$ cat config.mk
export PLATFORM = sky130hd
export DESIGN_NAME = ex_pipe_shreg
export DESIGN_NICKNAME = d
export VERILOG_FILES = /design/src/rtl/ex_pipe_shreg_pkg.sv /design/src/rtl/ex_fwd_match.sv /design/src/rtl/ex_pipe_shreg.sv
export SDC_FILE = /design/constraint.sdc
export NUM_CORES = 1
export LEC_CHECK = 0
export BUFFER_PORTS_ARGS = -buffer_cell sky130_fd_sc_hd__buf_2
export CAP_MARGIN = 20
export CELL_PAD_IN_SITES_DETAIL_PLACEMENT = 0
export CELL_PAD_IN_SITES_GLOBAL_PLACEMENT = 1
export CORE_ASPECT_RATIO = 1.2
export CORE_UTILIZATION = 39
export CTS_BUF_LIST = sky130_fd_sc_hd__clkbuf_8
export CTS_CLUSTER_DIAMETER = 30
export CTS_CLUSTER_SIZE = 25
export DETAILED_ROUTE_END_ITERATION = 8
export GPL_ROUTABILITY_DRIVEN = 0
export PLACE_DENSITY_LB_ADDON = 0.1
export REMOVE_ABC_BUFFERS = 1
export SLEW_MARGIN = 15
export SYNTH_ARGS = -nofsm -noshare
export SYNTH_HDL_FRONTEND = slang
export SYNTH_SLANG_ARGS = --single-unit
$ cat constraint.sdc
create_clock -name clk -period 7.42 [get_ports clk]
set_input_delay 0.371 -clock clk [delete_from_list [all_inputs] [get_ports clk]]
set_output_delay 0.371 -clock clk [all_outputs]
set_load 0.03 [all_outputs]
$ cat src/rtl/ex_pipe_shreg_pkg.sv
// Shared types and limits for the EX-stage shift-register pipe.
// Supplies default register-address and data widths when no shared defines are present.
`ifndef REG_ADDR_WIDTH
`define REG_ADDR_WIDTH 5
`endif
`ifndef DATA_WIDTH
`define DATA_WIDTH 32
`endif

package ex_pipe_shreg_pkg;

  localparam int EX_SHREG_MAX_DEPTH = 8;
  localparam int REG_AW             = `REG_ADDR_WIDTH;

  typedef logic [REG_AW-1:0] reg_addr_t;

  typedef enum logic [1:0] {
    CTL_RUN,
    CTL_HOLD,
    CTL_FLUSH,
    CTL_RESET
  } pipe_ctl_e;

  // Reset beats flush, flush beats stall.
  function automatic pipe_ctl_e decodeCtl(input logic rst, input logic flush, input logic stall);
    if (rst)   return CTL_RESET;
    if (flush) return CTL_FLUSH;
    if (stall) return CTL_HOLD;
    return CTL_RUN;
  endfunction

endpackage

$ cat src/rtl/ex_fwd_match.sv
// Forwarding lookup across all pipe stages; the youngest (lowest index) matching stage wins.
module ex_fwd_match import ex_pipe_shreg_pkg::*; #(
  parameter int DEPTH = 1,
  parameter int FWD_W = 32
) (
  input  logic [DEPTH-1:0] stage_valid_i,
  input  logic [DEPTH-1:0] stage_regwrite_i,
  input  reg_addr_t        stage_rd_addr_i [DEPTH],
  input  logic [FWD_W-1:0] stage_data_i    [DEPTH],
  input  reg_addr_t        rs_addr_i,
  output logic             hit_o,
  output logic [FWD_W-1:0] data_o
);

  logic [DEPTH-1:0] match;

  always_comb begin
    match = '0;
    for (int k = 0; k < DEPTH; k++) begin
      match[k] = stage_valid_i[k] && stage_regwrite_i[k] &&
                 (stage_rd_addr_i[k] == rs_addr_i) && (rs_addr_i != '0);
    end
  end

  // Scan oldest to youngest so the youngest match overwrites the rest.
  always_comb begin
    hit_o  = 1'b0;
    data_o = '0;
    for (int k = DEPTH - 1; k >= 0; k--) begin
      if (match[k]) begin
        hit_o  = 1'b1;
        data_o = stage_data_i[k];
      end
    end
  end

endmodule

$ cat src/rtl/ex_pipe_shreg.sv
// DEPTH-stage EX pipe with stall/flush and a valid-stage counter.
// Forwarding ports and ex_fwd_match exist only when EX_PIPE_SHREG_FWD_EN is defined.
module ex_pipe_shreg import ex_pipe_shreg_pkg::*; #(
  parameter int DEPTH     = 1,
  parameter int PAYLOAD_W = 64,
  parameter int FWD_W     = 32,
  localparam int CNT_W    = $clog2(DEPTH + 1)
) (
  input  logic                 clk,
  input  logic                 rst,
  input  logic                 stall_i,
  input  logic                 flush_i,
  input  logic                 valid_i,
  input  reg_addr_t            rd_addr_i,
  input  logic                 regwrite_i,
  input  logic [PAYLOAD_W-1:0] payload_i,
  output logic                 valid_o,
  output reg_addr_t            rd_addr_o,
  output logic                 regwrite_o,
  output logic [PAYLOAD_W-1:0] payload_o,
  output logic [CNT_W-1:0]     count_o
`ifdef EX_PIPE_SHREG_FWD_EN
  ,
  input  reg_addr_t            rs_addr_i,
  output logic                 fwd_hit_o,
  output logic [FWD_W-1:0]     fwd_data_o
`endif
);

  if (DEPTH < 1 || DEPTH > EX_SHREG_MAX_DEPTH) begin : g_depth_chk
    $error("ex_pipe_shreg: DEPTH out of range 1..EX_SHREG_MAX_DEPTH");
  end
  if (FWD_W > PAYLOAD_W) begin : g_fwd_w_chk
    $error("ex_pipe_shreg: FWD_W must not exceed PAYLOAD_W");
  end

  // Index k holds pipe stage k+1.
  logic [DEPTH-1:0]     valid_q,    valid_d;
  logic [DEPTH-1:0]     regwrite_q, regwrite_d;
  reg_addr_t            rdAddr_q  [DEPTH];
  reg_addr_t            rdAddr_d  [DEPTH];
  logic [PAYLOAD_W-1:0] payload_q [DEPTH];
  logic [PAYLOAD_W-1:0] payload_d [DEPTH];
  logic [CNT_W-1:0]     count_q,    count_d;
  pipe_ctl_e            ctl;

  assign ctl = decodeCtl(rst, flush_i, stall_i);

  always_comb begin
    valid_d    = valid_q;
    regwrite_d = regwrite_q;
    rdAddr_d   = rdAddr_q;
    payload_d  = payload_q;
    count_d    = count_q;
    case (ctl)
      CTL_RUN: begin
        valid_d[0]    = valid_i;
        regwrite_d[0] = regwrite_i;
        rdAddr_d[0]   = rd_addr_i;
        payload_d[0]  = payload_i;
        for (int k = 1; k < DEPTH; k++) begin
          valid_d[k]    = valid_q[k-1];
          regwrite_d[k] = regwrite_q[k-1];
          rdAddr_d[k]   = rdAddr_q[k-1];
          payload_d[k]  = payload_q[k-1];
        end
        case ({valid_i, valid_q[DEPTH-1]})
          2'b10:   count_d = count_q + CNT_W'(1);
          2'b01:   count_d = count_q - CNT_W'(1);
          default: count_d = count_q;
        endcase
      end
      CTL_FLUSH: begin
        valid_d = '0;
        count_d = '0;
      end
      CTL_RESET: begin
        valid_d    = '0;
        regwrite_d = '0;
        count_d    = '0;
        for (int k = 0; k < DEPTH; k++) begin
          rdAddr_d[k]  = '0;
          payload_d[k] = '0;
        end
      end
      default: ;
    endcase
  end

  always_ff @(posedge clk) begin
    valid_q    <= valid_d;
    regwrite_q <= regwrite_d;
    rdAddr_q   <= rdAddr_d;
    payload_q  <= payload_d;
    count_q    <= count_d;
  end

  assign valid_o    = valid_q[DEPTH-1];
  assign regwrite_o = regwrite_q[DEPTH-1] & valid_q[DEPTH-1];
  assign rd_addr_o  = rdAddr_q[DEPTH-1];
  assign payload_o  = payload_q[DEPTH-1];
  assign count_o    = count_q;

`ifdef EX_PIPE_SHREG_FWD_EN
  logic [FWD_W-1:0] fwdSlice [DEPTH];

  always_comb begin
    for (int k = 0; k < DEPTH; k++) begin
      fwdSlice[k] = payload_q[k][FWD_W-1:0];
    end
  end

  ex_fwd_match #(
    .DEPTH (DEPTH),
    .FWD_W (FWD_W)
  ) u_fwd_match (
    .stage_valid_i    (valid_q),
    .stage_regwrite_i (regwrite_q),
    .stage_rd_addr_i  (rdAddr_q),
    .stage_data_i     (fwdSlice),
    .rs_addr_i        (rs_addr_i),
    .hit_o            (fwd_hit_o),
    .data_o           (fwd_data_o)
  );
`endif

endmodule
; ---- After elaboration in Yosys (flattened, before gate mapping)
; Index checks and enable logic that the tools add are counted.
[classes]
n_bitwise = 1
reduce_logical = 5
eq_ne = 5
mux = 18
addsub = 2
[op_table]
columns = cell, n
row1 = $pmux 64 s2, 1
row2 = $mux 2, 6
row3 = $pmux 5 s2, 1
row4 = $pmux 1 s2, 4
row5 = $eq 2x2->1 const B, 3
row6 = $mux 1, 6
row7 = $reduce_bool 2->1, 2
row8 = $ne 3x3->1 const B, 1
row9 = $eq 2x1->1 const B, 1
row10 = $logic_not 2->1, 1
row11 = $reduce_and 2->1, 1
row12 = $reduce_or 2->1, 1
row13 = $add 1x1->1 const B, 1
row14 = $and 1x1->1, 1
row15 = $sub 1x1->1 const B, 1
[word_totals]
input_bits = 75
wordCells = 36
reg_bits = 72

; ---- Logic depth before layout (Yosys ltp)
; Gate-level depths: netlist of the first run.
[logic_depth]
ltp_word = 11
depth_mapped = 5
ltp_nobuf = 5

; ---- Least setup slack after synthesis of the first run
; No wires, ideal clock.
[synth_timing]
path_kind = input to register
from = input port rst
to = register payload_q, in the netlist payload_o[0], enable pin
path_stages = 3
setup_ns = 0.424
slack_ns = 4.741
arrival_time_ns = 2.254
path_buffers = 0
path_cell_list = or2_4 > ha_1 > inv_1
[synth_via]
elab_chain_len = 4
word_cells_on_any_way = 5
classes_between = eq/ne (1) / mux (2) / reduce/logical (2)
[synth_rtl]
columns = item, line_no
row1 = start: declaration, ex_pipe_shreg.sv:10  ; input logic rst,
row2 = $mux 1 *, ex_pipe_shreg_pkg.sv:26  ; if (rst) return CTL_RESET;
row3 = $mux 2 *, ex_pipe_shreg_pkg.sv:27  ; if (flush) return CTL_FLUSH;
row4 = $eq 2x2->1 / $logic_not 2->1 (equally long branches), ex_pipe_shreg.sv:55  ; case (ctl)
row5 = $reduce_bool 2->1 (no source line) *, -
row6 = end signal: assignment, ex_pipe_shreg.sv:94  ; payload_q <= payload_d;
row7 = end: declaration, ex_pipe_shreg.sv:42  ; logic [PAYLOAD_W-1:0] payload_q [DEPTH];
; Every way passes the cells marked *; elsewhere a longest branch is shown, timed or not.
; A chain may end at the register's enable or synchronous reset.

; ---- Worst setup path in the final report of the first run
[layout_timing]
from = input port rst
to = register payload_q, in the netlist payload_o[41], enable pin
; The elaborated chain is that of the path after synthesis.

==> results.toml, run 1 <==
[outcome]
status = "finished, final reports clean"

[floorplan]
fp.coreArea_sq_um = 6810
dieHeight_um = 93.9
rows = 33
die_width_um = 78.6
floorplan.initialDensity_pct = 40.3
io_pins = 147
floorplan.die_area_sq_um = 7380

[sta]
maximum_frequency_from_static_timing_analysis_ghz = 0.557
final.setup.tns_ns = 0
setup_violations = 0
final_max_slew_viol_count = 0
slew_at_the_pin_closest_to_its_max_slew_limit_ns = 0.848
final_worst_setup_slack_ns = 5.62
grt_setup_unrepaired = "no"
worst_slew_margin_rel_pct = 43.5
skew_ns = 0.000369
period_share_pct = 24.2
report.final.hold_viol_count = 0
finalWorstPathRequiredPeriod_ns = 1.80

[synthesis]
synth_simple_gate_area_share_pct = 17.0
yosysTopAreaCellShare_pct = 78.8
post_synth_adder_cell_area_pct = 1.37
synth_top_family_by_area = "simple AND/OR/NAND/NOR gates"
synth.top_cells.by_area = "sky130_fd_sc_hd__edfxtp_1 79%, sky130_fd_sc_hd__nor2b_1 16%, sky130_fd_sc_hd__ha_1 1.4%"
netlist_instances = 165
sequential_fraction_of_the_synthesis_area_pct = 78.8
yosys_warning_total = 0
syn-cell-area_sq_um = 2750
yosys-mux-area-fraction_pct = 0
synthDistinctLibCells = 13
synth.largest_area_cell = "sky130_fd_sc_hd__edfxtp_1"
synth_seq_cells = 72
synth_area_in_xor_xnor_pct = 0.319
average_size_of_a_mapped_cell_sq_um = 16.6
synth-compound-area-share_pct = 0.684

[power_and_ir_drop]
vdd.ir_drop.worst_v = 0.000143
leakage_uw = 0.00162
power-per-cell-area_nw_per_um2 = 286

[setup_path]
timing.setup.critical_path_class = "primary input to flip-flop"
critPathMaxFanout = 69
r2r_slack_ns = 6.38
type_of_origin_of_the_critical_path = "primary input"
worst_setup_path_end_kind = "flip-flop"
worst_ep_arrival_time_ns = 1.77
worstPathRequired_ns = 7.39

[cts]
clkSlewWorstSetupHoldPaths_ns = 0.07
clk_buf_depth = 2
tritoncts_clock_tree = "built"
htreeDepth = 3
clock-sinks = 72
post_cts_resize_count = 0
number_of_buffers_created_by_cts = 9
worstSkewPairLatency_ns = 0.34
total_of_hold_buffers_inserted_after_clock_tree_synthesis = 0
number_of_setup_buffers_added_after_cts = 0
clk_root_buffer_cell = "sky130_fd_sc_hd__clkbuf_8"

[grt]
globalRouteOverflowTotal = 0
antenna_violations_before_repair = 0
first_pass_grt_wire_length_um = 7970
first_global_vias = 1748
grtUsageTotal_pct = 15.0
grt_max_degree = 71

[run]
cap_viol_max_count = 0

[finish]
layout.cells.most_common = "sky130_fd_sc_hd__buf_2"
finish.net_count = 395
num_antenna_cells = 0
commonest_non_fill_non_tap_cells_in_the_layout = "146 x sky130_fd_sc_hd__buf_2, 72 x sky130_fd_sc_hd__edfxtp_1, 70 x sky130_fd_sc_hd__nor2b_1"
post_route_cells_drive_above_1_share_pct = 51.2
areaGrowthSynthToFinish_pct = 36.5

[hold_path]
hp-class = "primary input to flip-flop"

[placed_design]
numPortBuffers = 146
dp_worst_setup_slack_ns = 5.25

[routing]
wirelength_um = 5240
detailedRoute.firstIterationViolations = 121
antenna_left = 0
drtPass1Iterations = 6
via_cell_ratio = 4.33
num_vias = 1771
wire_per_inst_um = 12.8
drc_errors = 0
-- synthesized netlist by cell type --
master,count
sky130_fd_sc_hd__nor2_1,1
sky130_fd_sc_hd__a21o_2,1
sky130_fd_sc_hd__xnor2_1,1
sky130_fd_sc_hd__buf_2,7
sky130_fd_sc_hd__inv_2,1
sky130_fd_sc_hd__nor2b_1,70
sky130_fd_sc_hd__ha_1,3
sky130_fd_sc_hd__nor3_1,1
sky130_fd_sc_hd__a21oi_1,2
sky130_fd_sc_hd__inv_1,3
sky130_fd_sc_hd__edfxtp_1,72
sky130_fd_sc_hd__or2_4,1
sky130_fd_sc_hd__and2_1,2
-- logic make-up (layout without fill, tap and decap cells) --
group / after synthesis / count (layout)
AOI/OAI and AO/OA: 3 / 3
xor gates and xnor gates: 1 / 1
adders and majority gates: 3 / 3
buffers and inverters: 11 / 168
DFF: 72 / 72
and+or+nand+nor: 75 / 75
-- path summary, 6_finish.rpt --
kind | to | startpoint | cells after the start
worst max-delay path | payload_o[41] | rst | 5
worst min-delay path | payload_o[30] | payload_i[30] | 2
worst max register to register | count_o | valid_o | 2
worst min register to register | count_o | count_o | 1
-- layer usage --
metal / wire length [um] / GRT usage (%)
met5: 0 / 0
met4: 89 / 6.94
met3: 543 / 8.16
met2: 2700 / 25.1
met1: 1910 / 15.2
-- final cells by class --
cell class / instances / area (sq um)
clock buffer: 9 / 124
tap: 87 / 109
multi-input combinational: 82 / 536
clock inverter: 7 / 55.1
inverter: 4 / 15.0
fill: 604 / 3070
sequential: 72 / 2160
timing repair buffer: 148 / 746
-- worst max-delay path, cell delays in order --
cell and delay (ns):
sky130_fd_sc_hd__buf_2 0.12, sky130_fd_sc_hd__or2_4 0.26, sky130_fd_sc_hd__ha_2 0.26, sky130_fd_sc_hd__inv_2 0.06, sky130_fd_sc_hd__buf_4 0.65
-- state kept, by name, indices dropped and copies added, names as in the netlist --
signal	cells
count_o	1
rd_addr_o	5
regwrite_q	1
payload_o	64
valid_o	1
-- through the flow --
step / hold slack (ns) / power, uW / cells / area [sq um] / utilization (%)
2_1_floorplan: 0.569 / 716 / 158 / 2710 / -
3_3_place_gp: 0.545 / 797 / 393 / 3570 / 52.4
3_5_place_dp: 0.546 / 800 / 393 / 3570 / 52.4
4_1_cts: 0.296 / 1090 / 409 / 3750 / 55.0
5_1_grt: 0.302 / 1120 / 409 / 3750 / 55.0
6_report: 0.316 / 1070 / 409 / 3750 / 55.0
-- where the power goes --
| part | switching, uW | internal (uW) | leakage, uW | total, uW |
|---|---|---|---|---|
| clock | 134 | 149 | 0.000100 | 284 |
| combinational | 182 | 68.4 | 0.000811 | 251 |
| sequential | 14.4 | 522 | 0.000713 | 536 |
| total | 331 | 740 | 0.00162 | 1070 |
Note: power is estimated with default switching activity, not from simulation.
==> run 2: changes to the inputs <==
--- a/config.mk
+++ b/config.mk
@@ -10,7 +10,7 @@
 export CELL_PAD_IN_SITES_DETAIL_PLACEMENT = 0
 export CELL_PAD_IN_SITES_GLOBAL_PLACEMENT = 1
 export CORE_ASPECT_RATIO = 1.2
-export CORE_UTILIZATION = 39
+export CORE_UTILIZATION = 32
 export CTS_BUF_LIST = sky130_fd_sc_hd__clkbuf_8
 export CTS_CLUSTER_DIAMETER = 30
 export CTS_CLUSTER_SIZE = 25
==> constraint.sdc (replaced) <==
create_clock -name clk -period 1.6 [get_ports clk]
set_input_delay 0.08 -clock clk [delete_from_list [all_inputs] [get_ports clk]]
set_output_delay 0.08 -clock clk [all_outputs]
set_load 0.03 [all_outputs]
==> run 2 against run 1 <==
Against the previous run:
- combinational power grew to 4.7 times the previous value
- clock-buffer cell count stayed put
- global-route usage is 2.8 points lower
- critical path depth is 3 lower
- wire length is 2.7% higher
- clock skew is 0.00077 ns higher
- cell area is 0.70% higher
- largest power group unchanged
==> results.toml, run 2 (synthesis results as in run 1) <==
[sta]
finalWorstPathRequiredPeriod_ns = 1.15
setup_violations = 0
skew_ns = 0.00114
final_worst_setup_slack_ns = 0.453
final_max_slew_viol_count = 0
grt_setup_unrepaired = "no"
worst_slew_margin_rel_pct = 80.5
report.final.hold_viol_count = 0
slew_at_the_pin_closest_to_its_max_slew_limit_ns = 0.293
maximum_frequency_from_static_timing_analysis_ghz = 0.872
period_share_pct = 71.7

[placed_design]
place.detailed.hpwl_um = 3750
numPortBuffers = 146
dp_worst_setup_slack_ns = 0.169
placement.cell_area_sq_um = 3630
numPlacedInstances = 421

[cts]
htreeDepth = 3
clk_root_buffer_cell = "sky130_fd_sc_hd__clkbuf_8"
number_of_buffers_created_by_cts = 9
clock-sinks = 72
worstSkewPairLatency_ns = 0.33
number_of_setup_buffers_added_after_cts = 0
clk_buf_depth = 2
tritoncts_clock_tree = "built"
total_of_hold_buffers_inserted_after_clock_tree_synthesis = 0
post_cts_resize_count = 0
clkSlewWorstSetupHoldPaths_ns = 0.07

[routing]
detailedRoute.firstIterationViolations = 59
drc_errors = 0
met2_layer_wire_length_in_the_routed_design_um = 2750
routedLengthMet1_um = 2020
wire_per_inst_um = 12.4
topmost_layer_with_routed_signal_wires = "met4"
antenna_left = 0
wirelength_um = 5380
via_cell_ratio = 4.05
num_vias = 1758
met3RoutedLength_um = 487
drtPass1Iterations = 4

[setup_path]
timing.setup.critical_path_class = "flip-flop to primary output"
worst_ep_arrival_time_ns = 1.07
slowest_delay_ns = 0.41
type_of_origin_of_the_critical_path = "flip-flop"
critical-path-slowest-cell = "sky130_fd_sc_hd__edfxtp_1"
critPathMaxFanout = 3
timing.critical_path.cells = "and2_1 > buf_2"
worstPathRequired_ns = 1.52
crit_family = "flip-flops"
worst-path-buf-inv = 1
worst_setup_path_end_kind = "primary output"

[outcome]
status = "finished, final reports clean"

[floorplan]
floorplan.initialDensity_pct = 33.5
rows = 36
dieHeight_um = 103
floorplan.die_area_sq_um = 8950
io_pins = 147
die_width_um = 86.6
fp.coreArea_sq_um = 8200

[power_and_ir_drop]
vdd.ir_drop.worst_v = 0.000518
power-per-cell-area_nw_per_um2 = 1270
leakage_uw = 0.00161
report.power.total_uw = 4770

[finish]
areaGrowthSynthToFinish_pct = 37.4
post_route_cells_drive_above_1_share_pct = 50.9
multi_input_area_sq_um = 536
fillers = 781
ff_latch_area_sq_um = 2160
num_antenna_cells = 0
final_design_area_excluding_fillers_sq_um = 3770
largest_register_ffs = 64
finish.net_count = 396
finish.cell_count_without_fillers = 434
layout.cells.most_common = "sky130_fd_sc_hd__buf_2"
commonest_non_fill_non_tap_cells_in_the_layout = "146 x sky130_fd_sc_hd__buf_2, 72 x sky130_fd_sc_hd__edfxtp_1, 70 x sky130_fd_sc_hd__nor2b_1"

[run]
cap_viol_max_count = 0

[hold_path]
hp-class = "primary input to flip-flop"

[grt]
first_pass_grt_wire_length_um = 7710
grt_max_degree = 71
first_global_vias = 1577
globalRouteOverflowTotal = 0
antenna_violations_before_repair = 0
grtUsageTotal_pct = 12.2
==> run 2: worst paths after layout <==
path              cells after the start  slack (ns)     startpoint       endpoint
hold / removal                        2        0.03  payload_i[27]  payload_o[27]
hold reg to reg                       1        0.54        count_o        count_o
setup reg to reg                      2        0.60        valid_o        count_o
setup / recovery                      2        0.45        valid_o     regwrite_o
==> run 2: per-stage QoR <==
stage                     hold WS [ns]  TNS (ns)  utilization, %
final                           0.0335         0            46.0
after global routing            0.0101         0            46.0
after CTS                       0.0133         0            46.0
after detailed placement         0.373         0            44.3
after global placement           0.370         0            44.3
after floorplan                  0.278    -75.97               -
==> run 2: final cells by class <==
cell class / count / share of cell area, %
Clock inverter: 4 / 0.398
Sequential cell: 72 / 57.3
Clock buffer: 9 / 3.28
Timing Repair Buffer: 149 / 20.6
Tap cell: 114 / 3.78
Multi-Input combinational cell: 82 / 14.2
Inverter: 4 / 0.398
==> run 2: power by group <==
| part | total, uW | switching [uW] | internal, uW | leakage, uW |
|---|---|---|---|---|
| clock network | 1100 | 584 | 515 | 0.0000710 |
| registers | 2480 | 66.3 | 2420 | 0.000713 |
| logic | 1190 | 855 | 335 | 0.000825 |
| total | 4770 | 1500 | 3270 | 0.00161 |
==> run 2: worst register-to-register path: stages, from the launching register on <==
cell	delay, ns
sky130_fd_sc_hd__edfxtp_1	0.41
sky130_fd_sc_hd__xnor2_1	0.14
sky130_fd_sc_hd__a21oi_1	0.16
==> run 2: layer usage <==
layer,vias up,track usage [%]
li1,870,-
met5,-,0
met2,83,20.0
met1,795,12.7
met4,0,7.05
met3,10,6.19
